<file path="src/rtl/cache_fill_fsm_if.sv">
// Cache fill bus: groups the cache-side miss/stall/write signals and the
// main-memory read channel used by the cache line fill controller.
//   master : the fill controller (drives stall, memory reads, cache writes)
//   slave  : the surrounding cache + memory (drives miss info, read returns)
// Signals:
//   miss_detected     - current memory-stage access misses
//   miss_address      - byte address of the missing access
//   memory_data       - read data returned by main memory
//   memory_data_valid - memory_data valid this cycle, one pulse per read
//   fsm_busy          - pipeline stall request
//   memory_read       - read request, one word per cycle
//   memory_address    - address of the current memory read
//   write_data_array  - cache data array write strobe
//   write_tag_array   - cache tag/valid/LRU write strobe
//   cache_address     - cache address for data/tag writes
//   cache_data        - word written into the cache data array
interface cache_fill_fsm_if #(
  parameter int ADDR_WIDTH = 16
);
  logic                  miss_detected;
  logic [ADDR_WIDTH-1:0] miss_address;
  logic [15:0]           memory_data;
  logic                  memory_data_valid;
  logic                  fsm_busy;
  logic                  memory_read;
  logic [ADDR_WIDTH-1:0] memory_address;
  logic                  write_data_array;
  logic                  write_tag_array;
  logic [ADDR_WIDTH-1:0] cache_address;
  logic [15:0]           cache_data;

  modport master (
    input  miss_detected, miss_address, memory_data, memory_data_valid,
    output fsm_busy, memory_read, memory_address,
           write_data_array, write_tag_array, cache_address, cache_data
  );

  modport slave (
    output miss_detected, miss_address, memory_data, memory_data_valid,
    input  fsm_busy, memory_read, memory_address,
           write_data_array, write_tag_array, cache_address, cache_data
  );
endinterface

</file>
<file path="src/rtl/cache_fill_fsm.sv">
// Cache line fill controller. On a miss it reads the 16-byte block
// (8 x 16-bit words) from multi-cycle main memory, writes each returned
// word into the cache data array, then writes the tag metadata once and
// drops the pipeline stall.
// Ports:
//   clk - clock, rising edge
//   rst - asynchronous active-low reset
//   bus - cache_fill_fsm_if.master (miss info in, memory reads out,
//         memory returns in, cache writes and stall out)
//
// state | meaning
// ------+--------------------------------------------------------------
// IDLE  | waiting for a miss; all strobes low, no stall
// FILL  | issuing 8 reads and writing each returned word into the cache
// TAG   | one-cycle tag/valid/LRU write, then back to IDLE
module cache_fill_fsm #(
  parameter int ADDR_WIDTH      = 16,
  parameter int WORDS_PER_BLOCK = 8
) (
  input  logic              clk,
  input  logic              rst,
  cache_fill_fsm_if.master  bus
);

  localparam logic [1:0] IDLE = 2'd0;
  localparam logic [1:0] FILL = 2'd1;
  localparam logic [1:0] TAG  = 2'd2;

  localparam logic [2:0] LAST_WORD = 3'(WORDS_PER_BLOCK - 1);
  localparam logic [ADDR_WIDTH-1:0] BLOCK_MASK = {{(ADDR_WIDTH-4){1'b1}}, 4'b0000};

  logic [1:0]            state;
  logic [ADDR_WIDTH-1:0] base;
  logic [2:0]            issue_cnt;
  logic [2:0]            ret_cnt;
  logic                  issue_done;

  logic in_fill;
  logic rd_active;
  logic wr_active;

  assign in_fill   = (state == FILL);
  assign rd_active = in_fill && !issue_done;
  // Returns are only meaningful during FILL; strays in IDLE/TAG are dropped.
  assign wr_active = in_fill && bus.memory_data_valid;

  always_ff @(posedge clk or negedge rst) begin
    if (!rst) begin
      state      <= IDLE;
      base       <= '0;
      issue_cnt  <= '0;
      ret_cnt    <= '0;
      issue_done <= 1'b0;
    end else begin
      case (state)
        IDLE: begin
          if (bus.miss_detected) begin
            state      <= FILL;
            base       <= bus.miss_address & BLOCK_MASK;
            issue_cnt  <= '0;
            ret_cnt    <= '0;
            issue_done <= 1'b0;
          end
        end
        FILL: begin
          if (!issue_done) begin
            issue_cnt <= issue_cnt + 3'd1;
            if (issue_cnt == LAST_WORD) issue_done <= 1'b1;
          end
          if (bus.memory_data_valid) begin
            ret_cnt <= ret_cnt + 3'd1;
            if (ret_cnt == LAST_WORD) state <= TAG;
          end
        end
        TAG:     state <= IDLE;
        default: state <= IDLE;
      endcase
    end
  end

  // Word offsets come purely from the 3-bit counters, so a fill never
  // carries into bit 4 and stays inside its 16-byte block.
  always_comb begin
    bus.fsm_busy         = (state == FILL) || (state == TAG);
    bus.memory_read      = rd_active;
    bus.memory_address   = '0;
    bus.write_data_array = wr_active;
    bus.write_tag_array  = (state == TAG);
    bus.cache_address    = '0;
    if (rd_active) begin
      bus.memory_address = {base[ADDR_WIDTH-1:4], issue_cnt, 1'b0};
    end
    if (wr_active) begin
      bus.cache_address = {base[ADDR_WIDTH-1:4], ret_cnt, 1'b0};
    end else if (state == TAG) begin
      bus.cache_address = base;
    end
  end

  assign bus.cache_data = bus.memory_data;

endmodule

</file>
<file path="src/flat_wrapper.sv">
// flat-port wrapper written by rule: the top's interface ports become plain ports
module cache_fill_fsm_flat 
#(
  parameter int ADDR_WIDTH      = 16,
  parameter int WORDS_PER_BLOCK = 8
)
  (clk, rst, bus_miss_detected, bus_miss_address, bus_memory_data, bus_memory_data_valid, bus_fsm_busy, bus_memory_read, bus_memory_address, bus_write_data_array, bus_write_tag_array, bus_cache_address, bus_cache_data);
  cache_fill_fsm_if #(.ADDR_WIDTH(ADDR_WIDTH)) bus_i ();
  input  logic clk;
  input  logic rst;
  input wire logic [$bits(bus_i.miss_detected)-1:0] bus_miss_detected;
  input wire logic [$bits(bus_i.miss_address)-1:0] bus_miss_address;
  input wire logic [$bits(bus_i.memory_data)-1:0] bus_memory_data;
  input wire logic [$bits(bus_i.memory_data_valid)-1:0] bus_memory_data_valid;
  output wire logic [$bits(bus_i.fsm_busy)-1:0] bus_fsm_busy;
  output wire logic [$bits(bus_i.memory_read)-1:0] bus_memory_read;
  output wire logic [$bits(bus_i.memory_address)-1:0] bus_memory_address;
  output wire logic [$bits(bus_i.write_data_array)-1:0] bus_write_data_array;
  output wire logic [$bits(bus_i.write_tag_array)-1:0] bus_write_tag_array;
  output wire logic [$bits(bus_i.cache_address)-1:0] bus_cache_address;
  output wire logic [$bits(bus_i.cache_data)-1:0] bus_cache_data;
  assign bus_i.miss_detected = bus_miss_detected;
  assign bus_i.miss_address = bus_miss_address;
  assign bus_i.memory_data = bus_memory_data;
  assign bus_i.memory_data_valid = bus_memory_data_valid;
  assign bus_fsm_busy = bus_i.fsm_busy;
  assign bus_memory_read = bus_i.memory_read;
  assign bus_memory_address = bus_i.memory_address;
  assign bus_write_data_array = bus_i.write_data_array;
  assign bus_write_tag_array = bus_i.write_tag_array;
  assign bus_cache_address = bus_i.cache_address;
  assign bus_cache_data = bus_i.cache_data;
  cache_fill_fsm #(.ADDR_WIDTH(ADDR_WIDTH), .WORDS_PER_BLOCK(WORDS_PER_BLOCK)) u_core (.clk(clk), .rst(rst), .bus(bus_i));
endmodule
</file>
<file path="config.mk">
export PLATFORM = sky130hd
export DESIGN_NAME = cache_fill_fsm_flat
export DESIGN_NICKNAME = d
export VERILOG_FILES = /design/src/rtl/cache_fill_fsm_if.sv /design/src/rtl/cache_fill_fsm.sv /design/src/flat_wrapper.sv
export SDC_FILE = /design/constraint.sdc
export NUM_CORES = 1
export LEC_CHECK = 0
export ABC_AREA = 1
export CAP_MARGIN = 20
export CELL_PAD_IN_SITES_DETAIL_PLACEMENT = 1
export CELL_PAD_IN_SITES_GLOBAL_PLACEMENT = 1
export CORE_MARGIN = 8
export CORE_UTILIZATION = 26
export CTS_CLUSTER_DIAMETER = 80
export DETAILED_ROUTE_END_ITERATION = 6
export HOLD_SLACK_MARGIN = 0.06
export PLACE_DENSITY_LB_ADDON = 0.1
export SETUP_SLACK_MARGIN = 0.02
export SYNTH_ARGS = -nofsm -noshare
export SYNTH_HDL_FRONTEND = slang
export SYNTH_SLANG_ARGS = --single-unit
</file>
<file path="constraint.sdc">
create_clock -name clk -period 2 [get_ports clk]
set_input_delay 0.4 -clock clk [delete_from_list [all_inputs] [get_ports clk]]
set_output_delay 0.4 -clock clk [all_outputs]
set_load 0.05 [all_outputs]
</file>
Word-level counts from Yosys, hierarchy flattened

Cells that the tools add are included.

Flip-flop bits (word level): 21
Input port bits: 36
Output and inout port bits: 52
Logic and storage cells: 42

$add $sub $neg: 2
Equality and inequality tests: 8
Multiplexer cells: 16
Reduce and logical (&&, ||, !) cells: 11

Operator list:

| kind                | number |
|---|---|
| $mux 16             | 3 |
| $pmux 3 s2          | 2 |
| $mux 3              | 3 |
| $reduce_and 3->1    | 3 |
| $ne 2x2->1 const B  | 4 |
| $add 3x1->3 const B | 2 |
| $eq 3x3->1 const B  | 2 |
| $mux 2              | 3 |
| $pmux 2 s2          | 1 |
| $reduce_and 2->1    | 2 |
| $mux 1              | 3 |
| $eq 2x1->1 const B  | 1 |
| $eq 2x2->1 const B  | 1 |
| $logic_and 1x1->1   | 2 |
| $logic_not 2->1     | 1 |
| $pmux 1 s2          | 1 |
| $reduce_bool 2->1   | 1 |
| $logic_not 1->1     | 1 |
| $logic_or 1x1->1    | 1 |

Depth between registers and ports, before layout

Depth in word-level cells: 4
Mapped depth: 8

Least setup slack after synthesis

No wires, ideal clock.

Kind: register to output
Start point: reg u_core.state[0]
End point: out bus_cache_address[10]
Arrival: 1.894 ns
Data required time: 1.600 ns
Slack: -0.294 ns
Cell stages (with the launch flop): 6
Path through: dfrtp_1 inv_1 ha_1 nor2_2 buf_6 nor2_1

Longest elaborated chain between the ends: 3

RTL lines:

| item                     | RTL line             | text |
|---|---|---|
| start: declaration       | cache_fill_fsm.sv:32 | `logic [1:0] state;` |
| start signal: assignment | cache_fill_fsm.sv:49 | `state <= IDLE;` |
| start signal: assignment | cache_fill_fsm.sv:58 | `state <= FILL;` |
| start signal: assignment | cache_fill_fsm.sv:72 | `if (ret_cnt == LAST_WORD) state <= TAG;` |
| $eq 2x2->1               | n/a                  |  |
| net bus_write_tag_array  | flat_wrapper.sv:19   | `output wire logic [$bits(bus_i.write_tag_array)-1:0] bus_write_tag_array;` |
| $mux 16                  | cache_fill_fsm.sv:95 | `end else if (state == TAG) begin` |
| $mux 16                  | cache_fill_fsm.sv:93 | `if (wr_active) begin` |
| end: declaration         | flat_wrapper.sv:20   | `output wire logic [$bits(bus_i.cache_address)-1:0] bus_cache_address;` |

The timed path passes the listed nets, and every way through them passes these cells.

Worst setup path in the final report

Start point: reg u_core.state[1]
End point: out bus_cache_address[9]

Longest elaborated chain between the ends: 3

RTL lines:

| item                                                | RTL line |
|---|---|
| $eq 2x2->1 / $eq 2x1->1 (equally long branches)     | cache_fill_fsm.sv:95, cache_fill_fsm.sv:42 |
| $mux 16 / $logic_and 1x1->1 (equally long branches) | cache_fill_fsm.sv:95, cache_fill_fsm.sv:45 |
| $mux 16 *                                           | cache_fill_fsm.sv:93 |

Every way passes the cells marked *; elsewhere a longest branch is shown, timed or not.

==> reports/qor.yml <==
run_status:
  status: "complete, no violations"
timing:
  max_clock_freq_ghz: 0.508
  finalSetupViolCount: 0
  fin_ws_ns: 0.0298
  min_period_ns: 1.97
  rsz0062_at_grt: "yes"
  final_max_slew_viol_count: 0
  part_of_the_cycle_the_worst_path_needs: 0.985
  timing_hold_violations_final: 0
  clock-skew-final_ns: 0.00285
drt:
  dr_total_vias: 1269
  drtPass1Iterations: 3
  post_drt_via_cell_ratio: 4.22
  iteration_0_drc_markers: 11
  postRouteAntennaNets: 0
  drt-total-wl_um: 4290
  drc: 0
  detail_route.wl_per_cell_um: 14.2
cts:
  worstSkewPairLatency_ns: 0.26
  root_buffer: "sky130_fd_sc_hd__clkbuf_8"
  cts.sink_count: 21
  hold_buffers: 0
  max_root_sink_buffers: 2
  cts_tree: "yes"
  numCtsBuffers: 3
  cts.htree.levels: 1
  clk_pin_slew_worst_paths_ns: 0.08
global_routing:
  grt.total_usage: 0.114
  grt_first_pass_wirelength_um: 7130
  antenna_found_initial: 0
  grt_max_degree: 22
  grt_overflow_total: 0
  first_global_vias: 1443
finish:
  final_area_sq_mm: 0.00242
  final_net_count: 277
  layoutNonFillerInstCount: 301
  final_util: 0.471
  drive_above_1_share: 0.390
  layout.filler_cells: 599
  syn2layout_area_growth_pct: 73.8
  n_antenna_cell: 0
worst_setup_path:
  max_stage_delay_ns: 0.40
  critPathMostFrequentCell: "sky130_fd_sc_hd__nor2_4"
  cell_with_the_biggest_individual_delay_on_the_critical_path: "sky130_fd_sc_hd__dfrtp_1"
  r2r_start: "u_core.state[0]"
  path_cells: "buf_4 > ha_4 > nor2_4 > buf_12 > nor2_4 > buf_8"
  worst-setup-path-type: "register to primary output"
  crit_path_start: "u_core.state[1]"
  timing.critical_path.to_type: "primary output"
  worst-path-max-fanout: 6
  timing.critical_path.required_ns: 1.60
  crit_path_start_kind: "register"
  critPathTopFamily: "buffers and inverters"
  worst-endpoint-arrival_ns: 1.57
  worst-path-buf-inv: 3
placement:
  numPlacedInstances: 290
  finalWeightedCongestion: 0.717
  place.detailed.hpwl_um: 3360
  count_of_input_and_output_buffers: 49
  post-place-ws_ns: -0.0841
  placement.cell_area_sq_mm: 0.00216
die:
  starting_density_of_the_core: 0.271
  dieWidth_um: 89.2
  boundaryPins: 88
  die_y_um: 89.2
  std_cell_rows: 26
  die-area_sq_mm: 0.00795
  area_of_the_core_sq_mm: 0.00514
yosys:
  ys_top_cells_by_area: "sky130_fd_sc_hd__dfrtp_1, sky130_fd_sc_hd__nor2_1, sky130_fd_sc_hd__buf_4, sky130_fd_sc_hd__ha_1, sky130_fd_sc_hd__nand2_1"
  synth_sequential_area_ratio: 0.378
  synth_largest_area_cell: "sky130_fd_sc_hd__dfrtp_1"
  syn_inst: 184
  ys_ff_latch: 21
  mappedNetlistArea_sq_mm: 0.00139
  synth.avg_cell_area_sq_um: 7.56
  netlist.area_leader.share: 0.378
  yosys_warnings: 0
  synth.lib_cells_used.distinct: 18
power:
  max-vdd-ir-drop_v: 0.000640
  power_density_mw_per_mm2: 1770
  finalPower_w: 0.00427
  power.static_leakage_nw: 1.15
run:
  cap_viol_max_count: 0
worst_hold_path:
  min_path_type: "primary input to async pin"
==> layer usage <==
metal | track usage | routed length [um]
met1 | 0.118 | 1640
met2 | 0.207 | 2200
met3 | 0.0368 | 355
met4 | 0.0483 | 103
met5 | 0 | 0
==> path summary, 6_finish.rpt <==
path                                   endpoint  slack [ns]  depth (start not counted)
max                        bus_cache_address[9]        0.03                          6
min                             u_core.base[12]        0.49                          2
max reg2reg                   u_core.issue_done        0.40                          7
min reg2reg                   u_core.ret_cnt[1]        0.51                          2
max in group asynchronous       u_core.state[0]        1.26                          2
min in group clk              u_core.ret_cnt[1]        0.51                          2
==> final cells by class <==
cell class              instances  area, sq um  share of cell area
repair buffers                 65          892               0.369
multi-input cells             113          759               0.314
flip-flops and latches         21          527               0.218
inverters                      28          108              0.0445
well taps                      70         87.6              0.0362
clock buffers                   4         45.0              0.0186
==> per-stage QoR <==
step	TNS, ns	hold slack (ns)
final	0	0.491
after global routing	-0.537	0.530
after CTS	0	0.498
after detailed placement	-0.710	0.501
after global placement	-0.604	0.496
after floorplan	-0.258	0.104
==> what timing repair did <==
| item | in CTS | in global routing |
|---|---|---|
| setup endpoints to repair | 31 | 29 |
| resized for setup | 23 | 18 |
| gates cloned | 0 | 0 |
| pin swaps | 2 | 2 |
| buffers inserted | 4 | 3 |
==> registers in the layout, summed over array words and instances, names as in the netlist <==
name               count
u_core.state           2
u_core.base           12
u_core.issue_done      1
u_core.issue_cnt       3
u_core.ret_cnt         3
==> power breakdown <==
part / switching [W] / internal [W]
combinational: 0.00195 / 0.00135
clock: 0.000140 / 0.000142
sequential: 0.0000835 / 0.000595
total: 0.00218 / 0.00209
==> kinds of logic (layout without fill, tap and decap cells) <==
| logic type | count (synthesis) | count (layout) | synth area share |
|---|---|---|---|
| DFF | 21 | 21 | 0.378 |
| other | 1 | 2 | 0.00270 |
| and+or+nand+nor | 89 | 89 | 0.279 |
| buffers and inverters | 51 | 97 | 0.210 |
| AOI/OAI and AO/OA | 13 | 13 | 0.0495 |
| adders and majority gates | 9 | 9 | 0.0809 |
==> cell usage in the layout (no fill, tap or decap), drive strengths merged <==
| cell type | instances |
|---|---|
| buf | 50 |
| nand3b | 4 |
| nor2 | 47 |
| nand3 | 3 |
| ha | 9 |
| nand2 | 33 |
| conb | 2 |
| nand4 | 2 |
| o21ai | 1 |
| clkbuf | 4 |
| inv | 28 |
| dfrtp | 21 |
| a21oi | 12 |
| clkdlybuf4s50 | 14 |
| dlygate4sd2 | 1 |
==> cell usage after synthesis, drive strengths merged <==
master,count
dfrtp,21
conb,1
nand4,2
nand2,33
inv,28
nor2,47
buf,23
o21ai,1
ha,9
a21oi,12
nand3,3
nand3b,4
==> worst register-to-register path, stage by stage, from the launching register on <==
cell and delay [ns]:
sky130_fd_sc_hd__dfrtp_2 0.45, sky130_fd_sc_hd__buf_4 0.15, sky130_fd_sc_hd__buf_4 0.13, sky130_fd_sc_hd__ha_1 0.31, sky130_fd_sc_hd__nand2_1 0.16, sky130_fd_sc_hd__nand2_4 0.12, sky130_fd_sc_hd__nand2_1 0.11, sky130_fd_sc_hd__o21ai_1 0.07
No activity file was read; power rests on OpenSTA's default activity.
